--- src/rtl/playbus_seq_if.sv ---
// Bus bundle between the PlayBus transfer sequencer and its environment.
// The burst_len member exists only when PLAYBUS_BURST_EN is defined.
interface playbus_seq_if #(
  parameter int WIDTH  = 4,
  parameter int AWIDTH = 3,
  parameter int CWIDTH = 8
) ();
  logic              start;
  logic [1:0]        src;
  logic [1:0]        dst;
  logic [AWIDTH-1:0] addr_in;
  logic [WIDTH-1:0]  bus_in;
`ifdef PLAYBUS_BURST_EN
  logic [AWIDTH-1:0] burst_len;
`endif
  logic              sw_en;
  logic              rom_oe;
  logic              ram_oe;
  logic              ram_we;
  logic              led_ltch;
  logic [AWIDTH-1:0] address;
  logic [WIDTH-1:0]  led_out;
  logic              busy;
  logic              done;
  logic              error;
  logic [CWIDTH-1:0] xfer_count;

`ifdef PLAYBUS_BURST_EN
  modport master (output start, src, dst, addr_in, bus_in, burst_len,
                  input  sw_en, rom_oe, ram_oe, ram_we, led_ltch, address,
                         led_out, busy, done, error, xfer_count);
  modport slave  (input  start, src, dst, addr_in, bus_in, burst_len,
                  output sw_en, rom_oe, ram_oe, ram_we, led_ltch, address,
                         led_out, busy, done, error, xfer_count);
`else
  modport master (output start, src, dst, addr_in, bus_in,
                  input  sw_en, rom_oe, ram_oe, ram_we, led_ltch, address,
                         led_out, busy, done, error, xfer_count);
  modport slave  (input  start, src, dst, addr_in, bus_in,
                  output sw_en, rom_oe, ram_oe, ram_we, led_ltch, address,
                         led_out, busy, done, error, xfer_count);
`endif
endinterface

--- src/rtl/playbus_seq.sv ---
// PlayBus transfer sequencer: moves one word source->sink with break-before-make.
// Define PLAYBUS_BURST_EN to enable multi-word bursts with an incrementing address.
module playbus_seq #(
  parameter int WIDTH  = 4,
  parameter int AWIDTH = 3,
  parameter int SETTLE = 1,
  parameter int CWIDTH = 8
) (
  input logic          clk,
  input logic          reset,
  playbus_seq_if.slave bus
);
  typedef enum logic [1:0] {IDLE, DRIVE, CAPTURE, RELEASE} state_t;

  state_t            state;
  logic [1:0]        src_q;
  logic [1:0]        dst_q;
  logic [3:0]        settle_cnt;
  logic [2:0]        src_en;
  logic              ram_we_q;
  logic              led_ltch_q;
  logic [AWIDTH-1:0] addr_q;
  logic [WIDTH-1:0]  led_q;
  logic              done_q;
  logic              error_q;
  logic [CWIDTH-1:0] count_q;
  logic              illegal;
`ifdef PLAYBUS_BURST_EN
  logic [AWIDTH-1:0] remain;
`endif

  // Bit 0 = switch buffer, bit 1 = ROM, bit 2 = RAM; "none" drives nothing.
  function automatic logic [2:0] src_oh(input logic [1:0] s);
    case (s)
      2'b00:   return 3'b001;
      2'b01:   return 3'b010;
      2'b10:   return 3'b100;
      default: return 3'b000;
    endcase
  endfunction

  always_comb begin
    illegal = (bus.src == 2'b11) || bus.dst[1] ||
              ((bus.src == 2'b10) && (bus.dst == 2'b01));
  end

  always_ff @(posedge clk or posedge reset) begin
    if (reset) begin
      state      <= IDLE;
      src_q      <= 2'b00;
      dst_q      <= 2'b00;
      settle_cnt <= 4'd0;
      src_en     <= 3'b000;
      ram_we_q   <= 1'b0;
      led_ltch_q <= 1'b0;
      addr_q     <= '0;
      led_q      <= '0;
      done_q     <= 1'b0;
      error_q    <= 1'b0;
      count_q    <= '0;
`ifdef PLAYBUS_BURST_EN
      remain     <= '0;
`endif
    end else begin
      case (state)
        IDLE: begin
          if (bus.start) begin
            if (illegal) begin
              error_q <= 1'b1;
            end else begin
              error_q    <= 1'b0;
              addr_q     <= bus.addr_in;
              src_q      <= bus.src;
              dst_q      <= bus.dst;
              settle_cnt <= 4'(SETTLE);
              src_en     <= src_oh(bus.src);
`ifdef PLAYBUS_BURST_EN
              remain     <= bus.burst_len;
`endif
              state      <= DRIVE;
            end
          end
        end
        DRIVE: begin
          src_en <= src_oh(src_q);
          if (settle_cnt == 4'd1) begin
            ram_we_q   <= (dst_q == 2'b01);
            led_ltch_q <= (dst_q == 2'b00);
            state      <= CAPTURE;
          end else begin
            settle_cnt <= settle_cnt - 4'd1;
          end
        end
        CAPTURE: begin
          // Strobes and enables all drop together into the turnaround cycle.
          src_en     <= 3'b000;
          ram_we_q   <= 1'b0;
          led_ltch_q <= 1'b0;
          if (dst_q == 2'b00) led_q <= bus.bus_in;
          count_q    <= count_q + CWIDTH'(1);
`ifdef PLAYBUS_BURST_EN
          done_q     <= (remain == '0);
`else
          done_q     <= 1'b1;
`endif
          state      <= RELEASE;
        end
        RELEASE: begin
          done_q <= 1'b0;
`ifdef PLAYBUS_BURST_EN
          if (remain != '0) begin
            remain     <= remain - AWIDTH'(1);
            addr_q     <= addr_q + AWIDTH'(1);
            settle_cnt <= 4'(SETTLE);
            src_en     <= src_oh(src_q);
            state      <= DRIVE;
          end else begin
            state <= IDLE;
          end
`else
          state <= IDLE;
`endif
        end
        default: state <= IDLE;
      endcase
    end
  end

  assign bus.sw_en      = src_en[0];
  assign bus.rom_oe     = src_en[1];
  assign bus.ram_oe     = src_en[2];
  assign bus.ram_we     = ram_we_q;
  assign bus.led_ltch   = led_ltch_q;
  assign bus.address    = addr_q;
  assign bus.led_out    = led_q;
  assign bus.busy       = (state != IDLE);
  assign bus.done       = done_q;
  assign bus.error      = error_q;
  assign bus.xfer_count = count_q;
endmodule

--- src/flat_wrapper.sv ---
// flat-port wrapper written by rule: the top's interface ports become plain ports
module playbus_seq_flat 
#(
  parameter int WIDTH  = 4,
  parameter int AWIDTH = 3,
  parameter int SETTLE = 1,
  parameter int CWIDTH = 8
)
  (clk, reset, bus_start, bus_src, bus_dst, bus_addr_in, bus_bus_in, bus_sw_en, bus_rom_oe, bus_ram_oe, bus_ram_we, bus_led_ltch, bus_address, bus_led_out, bus_busy, bus_done, bus_error, bus_xfer_count);
  playbus_seq_if #(.WIDTH(WIDTH), .AWIDTH(AWIDTH), .CWIDTH(CWIDTH)) bus_i ();
  input logic clk;
  input logic reset;
  input wire logic [$bits(bus_i.start)-1:0] bus_start;
  input wire logic [$bits(bus_i.src)-1:0] bus_src;
  input wire logic [$bits(bus_i.dst)-1:0] bus_dst;
  input wire logic [$bits(bus_i.addr_in)-1:0] bus_addr_in;
  input wire logic [$bits(bus_i.bus_in)-1:0] bus_bus_in;
  output wire logic [$bits(bus_i.sw_en)-1:0] bus_sw_en;
  output wire logic [$bits(bus_i.rom_oe)-1:0] bus_rom_oe;
  output wire logic [$bits(bus_i.ram_oe)-1:0] bus_ram_oe;
  output wire logic [$bits(bus_i.ram_we)-1:0] bus_ram_we;
  output wire logic [$bits(bus_i.led_ltch)-1:0] bus_led_ltch;
  output wire logic [$bits(bus_i.address)-1:0] bus_address;
  output wire logic [$bits(bus_i.led_out)-1:0] bus_led_out;
  output wire logic [$bits(bus_i.busy)-1:0] bus_busy;
  output wire logic [$bits(bus_i.done)-1:0] bus_done;
  output wire logic [$bits(bus_i.error)-1:0] bus_error;
  output wire logic [$bits(bus_i.xfer_count)-1:0] bus_xfer_count;
  assign bus_i.start = bus_start;
  assign bus_i.src = bus_src;
  assign bus_i.dst = bus_dst;
  assign bus_i.addr_in = bus_addr_in;
  assign bus_i.bus_in = bus_bus_in;
  assign bus_sw_en = bus_i.sw_en;
  assign bus_rom_oe = bus_i.rom_oe;
  assign bus_ram_oe = bus_i.ram_oe;
  assign bus_ram_we = bus_i.ram_we;
  assign bus_led_ltch = bus_i.led_ltch;
  assign bus_address = bus_i.address;
  assign bus_led_out = bus_i.led_out;
  assign bus_busy = bus_i.busy;
  assign bus_done = bus_i.done;
  assign bus_error = bus_i.error;
  assign bus_xfer_count = bus_i.xfer_count;
  playbus_seq #(.WIDTH(WIDTH), .AWIDTH(AWIDTH), .SETTLE(SETTLE), .CWIDTH(CWIDTH)) u_core (.clk(clk), .reset(reset), .bus(bus_i));
endmodule
--- config.mk ---
export PLATFORM = sky130hd
export DESIGN_NAME = playbus_seq_flat
export DESIGN_NICKNAME = d
export VERILOG_FILES = /design/src/rtl/playbus_seq_if.sv /design/src/rtl/playbus_seq.sv /design/src/flat_wrapper.sv
export SDC_FILE = /design/constraint.sdc
export NUM_CORES = 1
export LEC_CHECK = 0
export ABC_AREA = 1
export BUFFER_PORTS_ARGS = -buffer_cell sky130_fd_sc_hd__buf_2
export CAP_MARGIN = 40
export CELL_PAD_IN_SITES_DETAIL_PLACEMENT = 0
export CELL_PAD_IN_SITES_GLOBAL_PLACEMENT = 1
export CORE_MARGIN = 3
export CORE_UTILIZATION = 42
export DETAILED_ROUTE_END_ITERATION = 8
export GPL_TIMING_DRIVEN = 0
export PLACE_DENSITY = 0.95
export SYNTH_ARGS = -nofsm -noshare
export SYNTH_HDL_FRONTEND = slang
export SYNTH_SLANG_ARGS = --single-unit
--- constraint.sdc ---
create_clock -name clk -period 3.23 [get_ports clk]
set_input_delay 0.4845 -clock clk [delete_from_list [all_inputs] [get_ports clk]]
set_output_delay 0.4845 -clock clk [all_outputs]
set_load 0.05 [all_outputs]
Word level (Yosys, flattened, before mapping)

Cells that the tools add are included.

Flip-flop bits (word level): 32
Word-level logic and storage cells: 68

$add $sub $neg: 2
Equal/unequal tests: 15
Muxes and demuxes: 19
Bitwise logic cells: 1
Reduce and logical (&&, ||, !) cells: 19

Operators by type and width:

| cell                                                                  | number |
|---|---|
| 3-bit case mux with 3 select lines                                    | 3 |
| 4-bit two-way mux                                                     | 3 |
| 2-bit by 1-bit equality test with 1-bit output, second input constant | 5 |
| 2-bit equality test, second input constant                            | 5 |
| 3-bit AND reduction                                                   | 3 |
| 8-bit by 1-bit adder with 8-bit output, second input constant         | 1 |
| 2-bit zero test                                                       | 4 |
| 2-bit case mux with 4 select lines                                    | 1 |
| 4-bit case mux with 2 select lines                                    | 1 |
| 2-bit nonzero test                                                    | 4 |
| 2-bit two-way mux                                                     | 3 |
| 3-bit two-way mux                                                     | 2 |
| 2-bit != test, second input constant                                  | 3 |
| 1-bit case mux with 2 select lines                                    | 3 |
| 2-bit AND reduction                                                   | 3 |
| 4-bit by 1-bit equality test with 1-bit output, second input constant | 1 |
| 4-bit AND reduction                                                   | 1 |
| 4-bit by 1-bit subtractor with 4-bit output, second input constant    | 1 |
| 1-bit two-way mux                                                     | 3 |
| 3-bit nonzero test                                                    | 1 |
| 1-bit logical OR                                                      | 2 |
| 2-bit by 1-bit != test with 1-bit output, second input constant       | 1 |
| 1-bit logical AND                                                     | 1 |
| 1-bit inverter                                                        | 1 |

Logic depth before layout (Yosys ltp)

Depth in word-level cells: 6
Mapped depth: 10
Mapped depth without buffers: 9

Worst setup path after synthesis

No wires, ideal clock.

Kind: register to register
Start point: register u_core.state[0]
End point: register u_core.settle_cnt[3]
Library setup time: 0.116 ns
Arrival time: 1.339 ns
Data required time: 3.114 ns
Setup slack: 1.775 ns
Stages on the path, launching flop included: 10
Buffers on the path: 0
Period minus slack after synthesis: 1.455 ns
Path through: dfrtp_1 > inv_1 > ha_1 > inv_2 > nand2_1 > nand2_2 > inv_2 > nand2_2 > nand2_1 > nand2_1

Word-level cells in the longest chain between the ends: 3
Elaborated cells on any way between the ends: 8
Those cells by class: 4 x eq/ne; 1 x mux; 3 x reduce/logical

Ends and longest elaborated chain:

| element                                                                           | line              | source |
|---|---|---|
| start: declaration                                                                | playbus_seq.sv:15 | `state_t state;` |
| start signal: assignment                                                          | playbus_seq.sv:49 | `state <= IDLE;` |
| start signal: assignment                                                          | playbus_seq.sv:80 | `state <= DRIVE;` |
| start signal: assignment                                                          | playbus_seq.sv:89 | `state <= CAPTURE;` |
| 2-bit by 1-bit equality test with 1-bit output or 2-bit zero test (tied branches) | playbus_seq.sv:65 | `case (state)` |
| 2-bit != test (no line) or 2-bit nonzero test (tied branches)                     | n/a               |  |
| 4-bit AND reduction (no line)                                                     | n/a               |  |
| end signal: assignment                                                            | playbus_seq.sv:75 | `settle_cnt <= 4'(SETTLE);` |
| end signal: assignment                                                            | playbus_seq.sv:91 | `settle_cnt <= settle_cnt - 4'd1;` |
| end: declaration                                                                  | playbus_seq.sv:18 | `logic [3:0] settle_cnt;` |

Parallel ways exist; a longest one is shown, timed or not.
A chain may end at the register's enable or synchronous reset.

Worst setup path in the final report

Start point: register u_core.state[0]
End point: output port bus_busy

Word-level cells in the longest chain between the ends: 1

Ends and longest elaborated chain:

| element            | line               | source |
|---|---|---|
| 2-bit nonzero test | playbus_seq.sv:136 | `assign bus.busy = (state != IDLE);` |
| end: declaration   | flat_wrapper.sv:25 | `output wire logic [$bits(bus_i.busy)-1:0] bus_busy;` |

No other way between the ends.

==> summary by stage <==
Finish
The share of cells above drive strength 1 is 0.2900. The area added between synthesis and finish is 21.29%. The final layout contains 252 nets. In the final layout, the multi-input gates occupy 708.2 µm². The finished layout holds 277 standard cells, fillers aside. Fill cells in the final layout number 365.

The antenna diode instance count is 0. The storage element area is 800.8 µm².

Logic synthesis
The synthesized netlist occupies a cell area of 1628 µm². In the synthesized netlist, the number of instances is 186. The simple-gate portion of the synthesized area is 0.2813.

Of the post-synthesis cell area, the part taken by muxes is 0.02767. The adder and majority cell fraction of the synthesized area is 0.06149. By area, the combinational part of the netlist is dominated by simple AND/OR/NAND/NOR gates. The area fraction in compound gates after synthesis is 0.02690. The xor/xnor cell area share of the yosys netlist is 0.03766.

The count of warnings emitted by yosys is 0. In this run, synthesis produced a sequential element count of 32. The per-instance average area after synthesis is 8.752 µm². The unique cell type count in the Yosys netlist is 26. Counting every net in the synthesized netlist gives 208. The sequential-to-total area share from yosys stat is 0.4919.

Pwr
The power per standard cell area is 1160 nW/µm². The internal portion of the total power is 1.122 mW. The static power due to leakage is 1.091 nW. The clock group share of total power is 0.139. The combinational share of power is 0.555. The share of total power dissipated in sequential elements is 0.306. Of the total power, the share spent switching nets is 0.5099.

Summed over all nets, the switching power comes to 1.168 mW. The worst voltage drop across the vdd grid is 0.0006010 V.

STA
Setup violations remaining at the end of the flow were counted as 0. The max-slew violation count is 0. The worst-case clock skew is 0.006812 ns.

The number of endpoints with negative hold slack in the final report is 0. Setup repair after global routing left no endpoint under its margin. For the final routed database, the setup TNS stands at 0 ns.

For the pin with the worst max-slew slack, the measured transition is 0.7776 ns. The shortest period the worst path allows is 1.928 ns. Based on the critical path, the design can be clocked at up to 518.6 MHz. Across all setup checks in the final design, the least slack found is 1.302 ns. Of the available clock period, the critical path in the final layout requires 0.5970. The normalized max-slew margin is 0.4810. The final worst hold slack is 0.3365 ns.

Floorplanning
The overall die width is 68.26 µm. The area of the die is 4659 µm². The floorplan die height is 68.26 µm. The area of the core is 3521 µm². For this configuration, the core starts out at a cell density of 0.4623. For this design the top-level I/O count stands at 37. The floorplan has 21 rows.

Placed design
Input and output buffers added on the ports amount to 36. The placer's final routability congestion estimate is 0.8275. The number of placed instances, taps included is 269. The minimum setup slack after placement is 1.595 ns.

Summed over all nets, the half-perimeter wirelength after detailed placement is 2.339 mm.

Clock network
The clock-pin transition on the worst setup and hold timing paths is 0.07 ns. The cell chosen for the clock root is sky130_fd_sc_hd__clkbuf_8. The clock passes through at most 2 buffers. TritonCTS built the clock tree.

The insertion delay to the later sink of the worst-skew pair is 0.28 ns. Gates resized during post-CTS repair numbered 0. The CTS sink count is 32. The number of buffers inserted for hold repair after clock tree synthesis is 0. Clock tree synthesis inserted a total of 5 buffers.

In this run the number of H-tree levels came out at 2. In this run the post-CTS setup repair buffer count came out at 0.

Routing
The mean number of vias per cell is 4.628. The pre-antenna-repair detailed-routing pass consisted of 4 iterations. The detailed router finished its first iteration with 66 violations. The DRC violations left is 0. In the final routed layout, each cell accounts on average for 11.01 µm. The aggregate routed wire length is 3.051 mm. The final route contains 1,282 vias.

The antenna violation net count after detailed routing is 0.

Worst setup path
The number of cells on the worst reg-to-reg path is 10. The reg-to-reg startpoint is u_core.state[1]. STA classifies the critical path startpoint as a register.

At the worst endpoint, the required time is 2.75 ns. Among all stages on the critical path, the largest delay is contributed by sky130_fd_sc_hd__dfrtp_1. Of all nets on the critical path, the largest fanout is 5. The worst setup path is captured at an output port. The buffer and inverter count on the worst path is 3.

The critical path in this run is classified as reg2out. Among cell families on the critical path, the largest total delay comes from buffers and inverters. The worst register-to-register path ends at u_core.settle_cnt[3]. Setup slack on the worst reg-to-reg path comes out at 1.71 ns.

The delay contributed by the slowest stage of the critical path is 0.40 ns. Traced cell by cell, the critical path runs through inv_1, ha_1, inv_2, buf_2. The data arrival time of the critical path is 1.44 ns.

Global route
The maximum number of pins on one net before global-route repair is 21. The initial antenna violation count came to 0. Summed over all layers, the global routing overflow is 0. The global-route wire length before repair is 5.347 mm. In the global route stage, overall resource usage came out at 0.1574. The via count of the first global-routing pass is 1,244.

Outcome
The flow ran to the end, and the final reports show no timing, DRC or antenna violations.

Min path
The path category of the worst min-delay check is in2async.

Run
The number of maximum-capacitance violations is 0.
[per-stage QoR]
stage | utilization | cell area, µm² | total power, mW
6_report | 0.5608 | 1974 | 2.290
5_1_grt | 0.5608 | 1974 | 2.481
4_1_cts | 0.5608 | 1974 | 2.321
3_5_place_dp | 0.5341 | 1881 | 1.993
3_3_place_gp | 0.5299 | 1866 | 1.971
2_1_floorplan | - | 1628 | 1.714
[cells in the mapped netlist]
cell                       count  area, µm²
sky130_fd_sc_hd__clkinv_2      1      5.000
sky130_fd_sc_hd__xor2_1        4      35.03
sky130_fd_sc_hd__or2_2         1      6.260
sky130_fd_sc_hd__buf_2         1      5.000
sky130_fd_sc_hd__nand3_2       2      20.02
sky130_fd_sc_hd__nor3_2        1      10.01
sky130_fd_sc_hd__inv_2         2      7.510
sky130_fd_sc_hd__inv_1        21      78.83
sky130_fd_sc_hd__nor3_1        2      10.01
sky130_fd_sc_hd__nand2_4       2      22.52
sky130_fd_sc_hd__xnor2_1       3      26.28
sky130_fd_sc_hd__ha_1          8      100.1
sky130_fd_sc_hd__a21oi_1       2      10.01
sky130_fd_sc_hd__mux2_2        4      45.04
sky130_fd_sc_hd__nand3_1      17      85.08
sky130_fd_sc_hd__nor2_1       13      48.80
sky130_fd_sc_hd__nand2_2       5      31.28
sky130_fd_sc_hd__dfrtp_1      32      800.8
sky130_fd_sc_hd__nand2_1      53      198.9
sky130_fd_sc_hd__o21ai_2       1      8.760
sky130_fd_sc_hd__o21ai_1       2      10.01
sky130_fd_sc_hd__nand4_1       3      18.77
sky130_fd_sc_hd__nor2_2        1      6.260
sky130_fd_sc_hd__buf_8         1      15.01
sky130_fd_sc_hd__buf_4         1      7.510
sky130_fd_sc_hd__o21ai_0       3      15.01
[flip-flops by register name (all words and copies together), names as in the netlist]
signal,count
u_core.bus.led_ltch,1
u_core.bus.led_out,4
u_core.src_en,3
u_core.dst_q,2
u_core.bus.xfer_count,8
u_core.bus.ram_we,1
u_core.bus.done,1
u_core.bus.address,3
u_core.settle_cnt,4
u_core.src_q,2
u_core.state,2
u_core.bus.error,1
[final cells by class]
cell class                      instances  area share
Sequential cell                        32      0.4056
Multi-Input combinational cell        127      0.3587
Timing Repair Buffer                   37     0.09886
Inverter                               24     0.04626
Clock buffer                            7     0.04373
Tap cell                               46     0.02915
Buffer                                  3     0.01394
Clock inverter                          1    0.003802
[power groups by stage]
stage               clock, mW  sequential (mW)  combinational (mW)
floorplan                   0             1.08               0.634
finish                  0.318            0.700                1.27
CTS                     0.330            0.700                1.29
global placement            0            0.702                1.27
detailed placement          0            0.705                1.29
global route            0.349            0.723                1.41
[worst max path at each step]
stage	endpoint	cells after the start	slack, ns	start
3_5_place_dp	bus_busy	4	1.59	u_core.state[0]
3_3_place_gp	u_core.settle_cnt[1]	2	1.59	reset
6_report	bus_busy	4	1.30	u_core.state[0]
2_1_floorplan	u_core.settle_cnt[3]	9	1.77	u_core.state[0]
5_1_grt	bus_busy	4	1.21	u_core.state[0]
4_1_cts	bus_busy	4	1.28	u_core.state[0]
[cell families (layout without fill, tap and decap cells)]
group / Yosys count / in the layout
AND/OR/NAND/NOR: 100 / 100
multiplexers: 4 / 4
buffers and inverters: 27 / 72
AO/OA/AOI/OAI: 8 / 8
XOR/XNOR: 7 / 7
adder cells (fa/ha/maj): 8 / 8
flip-flops: 32 / 32
[layout by cell type (no fill, tap or decap), drive strengths merged]
cell type and n:
nand2 60, buf 40, dfrtp 32, inv 23, nand3 19, nor2 14
ha 8, clkbuf 7, o21ai 6, mux2 4, xor2 4, nand4 3
xnor2 3, nor3 3, a21oi 2, or2 1, clkinv 1, clkinvlp 1
[layer usage]
| metal | vias to the layer above | track usage | part of all wire |
|---|---|---|---|
| met5 | - | 0 | 0 |
| met4 | 0 | 0.06700 | 0.0075 |
| met3 | 2 | 0.05747 | 0.054 |
| met2 | 34 | 0.2407 | 0.46 |
| met1 | 577 | 0.1996 | 0.48 |
| li1 | 669 | - | - |
(Power assumes the default switching activity.)
